File: src/rtl/fetch_pkg.sv
// fetch_pkg: shared types and constants for the instruction-fetch stage.
//   fetch_state_t  : fetch FSM states (IDLE, READ, LATCH)
//   FETCH_DATA_W   : datapath / memory bus width
//   FETCH_RESET_PC : default PC value loaded on reset
package fetch_pkg;

  localparam int FETCH_DATA_W = 16;
  localparam logic [FETCH_DATA_W-1:0] FETCH_RESET_PC = 16'h0000;

  typedef enum logic [1:0] {
    IDLE  = 2'd0,
    READ  = 2'd1,
    LATCH = 2'd2
  } fetch_state_t;

endpackage

File: src/rtl/reg_16.sv
// reg_16: load-enable register with asynchronous active-high clear.
// Used for the MAR, MDR and IR of the fetch stage.
// Ports:
//   Clk   - rising-edge clock
//   Reset - async active-high clear (Q -> 0)
//   Load  - capture D on the next rising edge
//   D     - data in
//   Q     - registered data out
module reg_16
  import fetch_pkg::*;
#(
  parameter int W = FETCH_DATA_W
) (
  input  logic         Clk,
  input  logic         Reset,
  input  logic         Load,
  input  logic [W-1:0] D,
  output logic [W-1:0] Q
);

  always_ff @(posedge Clk or posedge Reset) begin
    if (Reset) begin
      Q <= '0;
    end else if (Load) begin
      Q <= D;
    end
  end

endmodule

File: src/rtl/ir_fetch_unit.sv
// ir_fetch_unit: instruction-fetch stage of the 16-bit datapath.
// Holds PC, MAR, MDR and IR and runs the read handshake to instruction memory.
//
// Memory handshake: mem_rd is high for every cycle the FSM is in READ and
// mem_addr (= MAR) is held stable for that whole time; a transfer happens on
// the rising edge where mem_rd and mem_rdy are both high. mem_rdy in any
// other state is ignored.
//
// Ports:
//   Clk, Reset     - clock, async active-high reset
//   fetch_go       - fetch the instruction at PC (sampled in IDLE only)
//   pc_ld, pc_in   - redirect PC (immediate in IDLE, deferred while busy)
//   mem_rdata      - instruction memory read data
//   mem_rdy        - read data valid this cycle
//   mem_addr       - memory address (MAR)
//   mem_rd         - memory read strobe
//   PC             - next-instruction address
//   fetch_pc       - address of the instruction currently in IR
//   IR, offset9    - instruction register and IR[8:0]
//   ir_valid       - one-cycle pulse when IR has just been updated
//   busy           - fetch in progress
//   state_dbg      - current FSM state (fetch_state_t encoding)
module ir_fetch_unit
  import fetch_pkg::*;
#(
  parameter int DATA_W = FETCH_DATA_W,
  parameter logic [DATA_W-1:0] RESET_PC = FETCH_RESET_PC
) (
  input  logic              Clk,
  input  logic              Reset,
  input  logic              fetch_go,
  input  logic              pc_ld,
  input  logic [DATA_W-1:0] pc_in,
  input  logic [DATA_W-1:0] mem_rdata,
  input  logic              mem_rdy,
  output logic [DATA_W-1:0] mem_addr,
  output logic              mem_rd,
  output logic [DATA_W-1:0] PC,
  output logic [DATA_W-1:0] fetch_pc,
  output logic [DATA_W-1:0] IR,
  output logic [8:0]        offset9,
  output logic              ir_valid,
  output logic              busy,
  output logic [1:0]        state_dbg
);

  fetch_state_t      state;
  logic              pending_ld;
  logic [DATA_W-1:0] pend_pc;
  logic [DATA_W-1:0] pc_inc;
  logic [DATA_W-1:0] mar_q;
  logic [DATA_W-1:0] mdr_q;
  logic              fetch_start;
  logic              mar_ld;
  logic              mdr_ld;
  logic              ir_ld;

  // Natural wrap: 16'hFFFF + 1 = 16'h0000.
  assign pc_inc = PC + {{(DATA_W-1){1'b0}}, 1'b1};

  // A redirect in IDLE wins over a fetch request in the same cycle.
  assign fetch_start = (state == IDLE) && !pc_ld && fetch_go;
  assign mar_ld      = fetch_start;
  assign mdr_ld      = (state == READ) && mem_rdy;
  assign ir_ld       = (state == LATCH);

  reg_16 #(.W(DATA_W)) u_mar (
    .Clk   (Clk),
    .Reset (Reset),
    .Load  (mar_ld),
    .D     (PC),
    .Q     (mar_q)
  );

  reg_16 #(.W(DATA_W)) u_mdr (
    .Clk   (Clk),
    .Reset (Reset),
    .Load  (mdr_ld),
    .D     (mem_rdata),
    .Q     (mdr_q)
  );

  reg_16 #(.W(DATA_W)) u_ir (
    .Clk   (Clk),
    .Reset (Reset),
    .Load  (ir_ld),
    .D     (mdr_q),
    .Q     (IR)
  );

  // State decodes; they follow the async reset immediately because state does.
  assign mem_rd    = (state == READ);
  assign busy      = (state != IDLE);
  assign mem_addr  = mar_q;
  assign offset9   = IR[8:0];
  assign state_dbg = state;

  always_ff @(posedge Clk or posedge Reset) begin
    if (Reset) begin
      state      <= IDLE;
      PC         <= RESET_PC;
      fetch_pc   <= '0;
      pending_ld <= 1'b0;
      pend_pc    <= '0;
      ir_valid   <= 1'b0;
    end else begin
      ir_valid <= 1'b0;
      case (state)
        IDLE: begin
          if (pc_ld) begin
            PC <= pc_in;
          end else if (fetch_go) begin
            fetch_pc <= PC;
            PC       <= pc_inc;
            state    <= READ;
          end
        end
        READ: begin
          // Redirects while busy are parked; the newest one wins.
          if (pc_ld) begin
            pending_ld <= 1'b1;
            pend_pc    <= pc_in;
          end
          if (mem_rdy) begin
            state <= LATCH;
          end
        end
        LATCH: begin
          ir_valid   <= 1'b1;
          pending_ld <= 1'b0;
          state      <= IDLE;
          // A redirect arriving on this very edge is the newest one.
          if (pc_ld) begin
            PC <= pc_in;
          end else if (pending_ld) begin
            PC <= pend_pc;
          end
        end
        default: begin
          state <= IDLE;
        end
      endcase
    end
  end

endmodule

File: config.mk
export PLATFORM = sky130hd
export DESIGN_NAME = ir_fetch_unit
export DESIGN_NICKNAME = d
export VERILOG_FILES = /design/src/rtl/fetch_pkg.sv /design/src/rtl/reg_16.sv /design/src/rtl/ir_fetch_unit.sv
export SDC_FILE = /design/constraint.sdc
export NUM_CORES = 1
export LEC_CHECK = 0
export ABC_AREA = 1
export CAP_MARGIN = 20
export CORE_MARGIN = 3
export CORE_UTILIZATION = 45
export CTS_CLUSTER_DIAMETER = 50
export DETAILED_ROUTE_END_ITERATION = 12
export PLACE_DENSITY = 0.74
export SYNTH_ARGS = -nofsm -noshare
export SYNTH_HDL_FRONTEND = slang
export SYNTH_HIERARCHICAL = 1
export SYNTH_SLANG_ARGS = --single-unit
File: constraint.sdc
create_clock -name Clk -period 2.35 [get_ports Clk]
set_clock_uncertainty 0.2 [all_clocks]
set_input_delay 0.47 -clock Clk [delete_from_list [all_inputs] [get_ports Clk]]
set_output_delay 0.47 -clock Clk [all_outputs]
set_load 0.05 [all_outputs]
### Word-level counts from Yosys, hierarchy flattened

Index checks and enable logic that the tools add are counted.

| cells by class | value |
|---|---|
| add/subtract/negate cells | 1 |
| equality and inequality tests | 8 |
| mux-type cells | 12 |
| bitwise operators | 1 |
| reductions and logical operators | 13 |

Operators with widths:

| kind | count |
|---|---|
| two-way mux 16 bit | 4 |
| case mux 16 bit (2 select lines) | 1 |
| adder 16 x 1 -> 16 bit, second input constant | 1 |
| AND reduction 3 bit | 3 |
| inequality test 2 bit, second input constant | 4 |
| two-way mux 2 bit | 3 |
| inequality test 3 bit, second input constant | 2 |
| nonzero test 2 bit | 3 |
| case mux 2 bit (2 select lines) | 1 |
| AND reduction 2 bit | 2 |
| logical AND 1 bit | 3 |
| equality test 2 x 1 -> 1 bit, second input constant | 1 |
| equality test 2 bit, second input constant | 1 |
| logical NOT 2 bit | 1 |
| two-way mux 1 bit | 2 |
| case mux 1 bit (2 select lines) | 1 |
| logical NOT 1 bit | 1 |
| inverter 1 bit | 1 |

| storage, ports and cells | value |
|---|---|
| bits in registers | 100 |
| logic and storage cells | 44 |

### Depth between registers and ports, before layout

| depth | value |
|---|---|
| depth in word-level cells | 4 |
| depth in mapped cells | 10 |
| mapped depth without buffers | 9 |

### By module

The synthesis kept the hierarchy.

By module, submodules not included:

| module | times used | cells an instance | area each (µm²) |
|---|---|---|---|
| ir_fetch_unit | 1 | 359 | 2797.7 |
| reg_16 | 3 | 69 | 648.1 |

### Worst setup path after synthesis

OpenSTA, ideal clock, no wires.

| timing | value |
|---|---|
| path type | reg-to-reg |
| from | register state[0], in the netlist state_dbg[0] |
| to | register pend_pc[2] |
| setup time | 125 ps |
| arrival | 1772 ps |
| data required time | 2025 ps |
| setup slack | 253 ps |
| stages on the path, launching flop included | 6 |
| path buffers | 1 |
| period minus slack after synthesis | 2097 ps |
| cell sequence | dfrtp_1 > inv_1 > nor2_4 > nand2_2 > buf_2 > mux2_2 |

| between the ends | value |
|---|---|
| cells in the longest elaborated chain, start to end | 2 |

Ends and longest elaborated chain:

| element | RTL line | RTL |
|---|---|---|
| start, declared | ir_fetch_unit.sv:47 | `fetch_state_t state;` |
| start signal, assigned | ir_fetch_unit.sv:100 | `state <= IDLE;` |
| start signal, assigned | ir_fetch_unit.sv:115 | `state <= READ;` |
| start signal, assigned | ir_fetch_unit.sv:125 | `state <= LATCH;` |
| equality test 2 x 1 -> 1 bit | -- |  |
| net mem_rd | ir_fetch_unit.sv:37 | `output logic mem_rd,` |
| AND reduction 2 bit (no line) | -- |  |
| end signal, assigned | ir_fetch_unit.sv:122 | `pend_pc <= pc_in;` |
| end, declared | ir_fetch_unit.sv:49 | `logic [DATA_W-1:0] pend_pc;` |

The timed path passes the listed nets, and every way through them passes these cells.
A chain may end at the register's enable or synchronous reset.

### Worst setup path after layout

| timing | value |
|---|---|
| from | register u_mar.Q[1] |
| to | output mem_addr[1] |

RTL lines:

| element | RTL line | RTL |
|---|---|---|
| start, declared | reg_16.sv:18 | `output logic [W-1:0] Q` |
| start signal, assigned | reg_16.sv:23 | `Q <= '0;` |
| start signal, assigned | reg_16.sv:25 | `Q <= D;` |
| end, declared | ir_fetch_unit.sv:36 | `output logic [DATA_W-1:0] mem_addr,` |

No word-level cell between the ends.

==> impl_metrics.env <==
export IMPL_run_status="completed"
export IMPL_drc=0
export IMPL_grt_pass1_wl_um=19040
export IMPL_worst_ep_required_time_ns=1.68
export IMPL_drtIter0Drc=276
export IMPL_insertion_delay_ns=0.37
export IMPL_netSwitchingFraction_pct=49.22
export IMPL_path_max_fanout=2
export IMPL_grt_busiest_layer="met2"
export IMPL_grtUsageMet3_pct=4.440
export IMPL_slew_violations=0
export IMPL_netlist_instances=566
export IMPL_finalWirelength_um=11720
export IMPL_tightest_slew_ns=0.6477
export IMPL_post_route_cell_area_mm2=0.006022
export IMPL_die_h_um=108.7
export IMPL_crit_slowest_cell="clkdlybuf4s50_1"
export IMPL_drive_above_1_share_pct=11.39
export IMPL_start_util_pct=47.42
export IMPL_placed_cell_area_mm2=0.005812
export IMPL_io_pins=115
export IMPL_finalNonFillerCells=809
export IMPL_yosysWarnings=6
export IMPL_cts_root_buf="clkbuf_8"
export IMPL_critPathTopFamily="buffers and inverters"
export IMPL_port_buffers=114
export IMPL_synth_compound_area_share_pct=7.995
export IMPL_p_sw_mw=4.123
export IMPL_gp_congestion=0.8901
export IMPL_internal_power_mw=4.254
export IMPL_holdWs_ns=0.2465
export IMPL_synth_top_cell_area_share_pct=52.77
export IMPL_reg2reg_slack_ns=0.39
export IMPL_hp_class="primary input to async pin"
export IMPL_syn_nets=604
export IMPL_ys_seq_area_share_pct=52.77
export IMPL_cpPeakStageDelay_ns=0.82
export IMPL_hold_viol=0
export IMPL_ir_drop_mv=0.7820
export IMPL_period_minus_slack_ns=2.259
export IMPL_grt_usage_pct=20.48
export IMPL_leakage_nw=3.026
export IMPL_viasPerCell=4.855
export IMPL_setup_tns_ns=0
export IMPL_post_drt_wl_per_cell_um=14.48
export IMPL_clkSinkCount=100
export IMPL_worst_path_buf_inv=1
export IMPL_synth_area_leader_cell="dfrtp_1"
export IMPL_grt_pass1_vias=3775
export IMPL_arrival_ns=1.59
export IMPL_endpoint_kind="output port"
export IMPL_muxShareOfSynthArea_pct=1.662
export IMPL_slew_headroom_pct=56.77
export IMPL_dieArea_mm2=0.01181
export IMPL_yosys_area_share_simple_pct=26.62
export IMPL_clkTransAtPathRegs_ns=0.10
export IMPL_ys_ff_latch=100
export IMPL_async_reset_ff_share_pct=100.0
export IMPL_synth_edf_count=0
export IMPL_synthTopCellsByCount="nand2_1, dfrtp_1, inv_1, o21ai_0, nor2_1"
export IMPL_cp_start_kind="flop"
export IMPL_clock_fmax_ghz=0.4427
export IMPL_rows=36
export IMPL_use_met1_pct=28.72
export IMPL_fillCellCount=945
export IMPL_setup_viol=0
export IMPL_path_cells="clkdlybuf4s50_1"
export IMPL_avgSynthCellArea_um2=8.378
export IMPL_die_w_um=108.7
export IMPL_combPwrFrac_pct=51.2
export IMPL_coreArea_mm2=0.01000
export IMPL_tritoncts="built"
export IMPL_clockBufferDepth=2
export IMPL_synth_area_leaders="dfrtp_1, nand2_1, o21ai_0"
export IMPL_grt_overflow=0
export IMPL_dr_pass1_iters=4
export IMPL_syn2layout_area_growth_pct=26.99
export IMPL_antenna_found_initial=0
export IMPL_cap_viol_max_count=0
export IMPL_antenna_cells=0
export IMPL_hpwl_um=8976
export IMPL_p_clk_share_pct=14.1
export IMPL_syn_area_mm2=0.004742
export IMPL_ant_nets=0
export IMPL_dp_cells=793
export IMPL_met2_usage_pct=32.66
export IMPL_synth_xor_area_share_pct=0
export IMPL_synth_cell_type_count=25
export IMPL_seqPwrFrac_pct=34.8
export IMPL_rsz0062_at_grt="false"
export IMPL_nNetsFinal=709
export IMPL_fin_util_pct=60.22
export IMPL_critPathKind="flop to output port"
export IMPL_powerDensity_mw_per_mm2=1391
export IMPL_vias=3928
export IMPL_htree_levels=3
export IMPL_grt_max_degree=40
export IMPL_synth_top_family_by_area="simple AND/OR/NAND/NOR gates"
export IMPL_synthMostInstantiatedCell="nand2_1"
export IMPL_synthFlopType="dfrtp_1"
export IMPL_cts_made_buffers=9
export IMPL_synthAdderAreaFrac_pct=0.2639
export IMPL_post_route_period_util_pct=96.12
-- cells by family after synthesis --
group,after synthesis
AOI/OAI and AO/OA,68
adders and majority gates,1
buffers and inverters,82
DFF,100
muxes,7
and+or+nand+nor,308
-- routing by layer --
layer,vias up,wire (µm)
met5,-,0
met4,0,59
met3,4,585
met2,105,5505
met1,1855,5565
li1,1964,-
-- worst paths after layout --
path | start | endpoint | cells after the start
min in group Clk | u_ir/Q[15] | u_ir/Q[15] | 2
worst min-delay path | Reset | fetch_pc[3] | 2
max in group asynchronous | Reset | u_ir/Q[11] | 2
worst max register to register | state_dbg[1] | PC[1] | 6
worst max-delay path | u_mar/Q[1] | mem_addr[1] | 1
worst min register to register | u_ir/Q[15] | u_ir/Q[15] | 2
-- timing repair --
| item | CTS | global route |
|---|---|---|
| endpoints found under the setup margin | 3 | 0 |
| hold buffers | 0 | 0 |
| buffers inserted | 0 | 0 |
| gates resized for setup | 3 | 0 |
| hold endpoints to repair | 0 | 0 |
-- stage by stage --
step	total power [mW]	worst slack (ns)
2_1_floorplan	5.845	0.2531
3_3_place_gp	7.186	0.08371
3_5_place_dp	7.260	0.04066
4_1_cts	8.429	0.06632
5_1_grt	8.836	0.01746
6_report	8.378	0.09124
-- power by group through the flow --
stage                     clock, mW  combinational (mW)  sequential (mW)
after floorplan                   0                1.42             4.42
after detailed placement          0                4.32             2.94
after CTS                      1.21                4.31             2.91
after global placement            0                4.26             2.92
after global routing           1.29                4.55             3.00
final                          1.18                4.29             2.91
-- layout by cell type, fill, tap and decap left out, types with 5 or more instances in the layout --
| cell type | n |
|---|---|
| clkbuf_8 | 9 |
| nor2_1 | 36 |
| a21oi_1 | 12 |
| clkdlybuf4s50_1 | 98 |
| nand2_1 | 222 |
| inv_6 | 5 |
| nand3_1 | 27 |
| inv_2 | 5 |
| a21boi_1 | 6 |
| mux2_2 | 7 |
| nand2_2 | 18 |
| buf_4 | 23 |
| o21ai_1 | 7 |
| inv_1 | 43 |
| dfrtp_1 | 100 |
| o21ai_0 | 38 |
-- registers in the layout, summed over array words and instances (netlist names) --
name / count
PC: 16
fetch_pc: 16
pend_pc: 16
u_ir/Q: 16
u_mar/Q: 16
u_mdr/Q: 16
state_dbg: 2
ir_valid: 1
pending_ld: 1
-- layout make-up --
type	instances	area, µm²	area share [%]
clock buffer	9	123.9	2.057
clock inverter	7	90.09	1.496
inverter	51	206.4	3.428
timing repair buffer	125	1200	19.93
tap	133	166.4	2.763
sequential	100	2502	41.55
multi-input combinational	384	1733	28.78
Note: power is estimated with default switching activity, not from simulation.
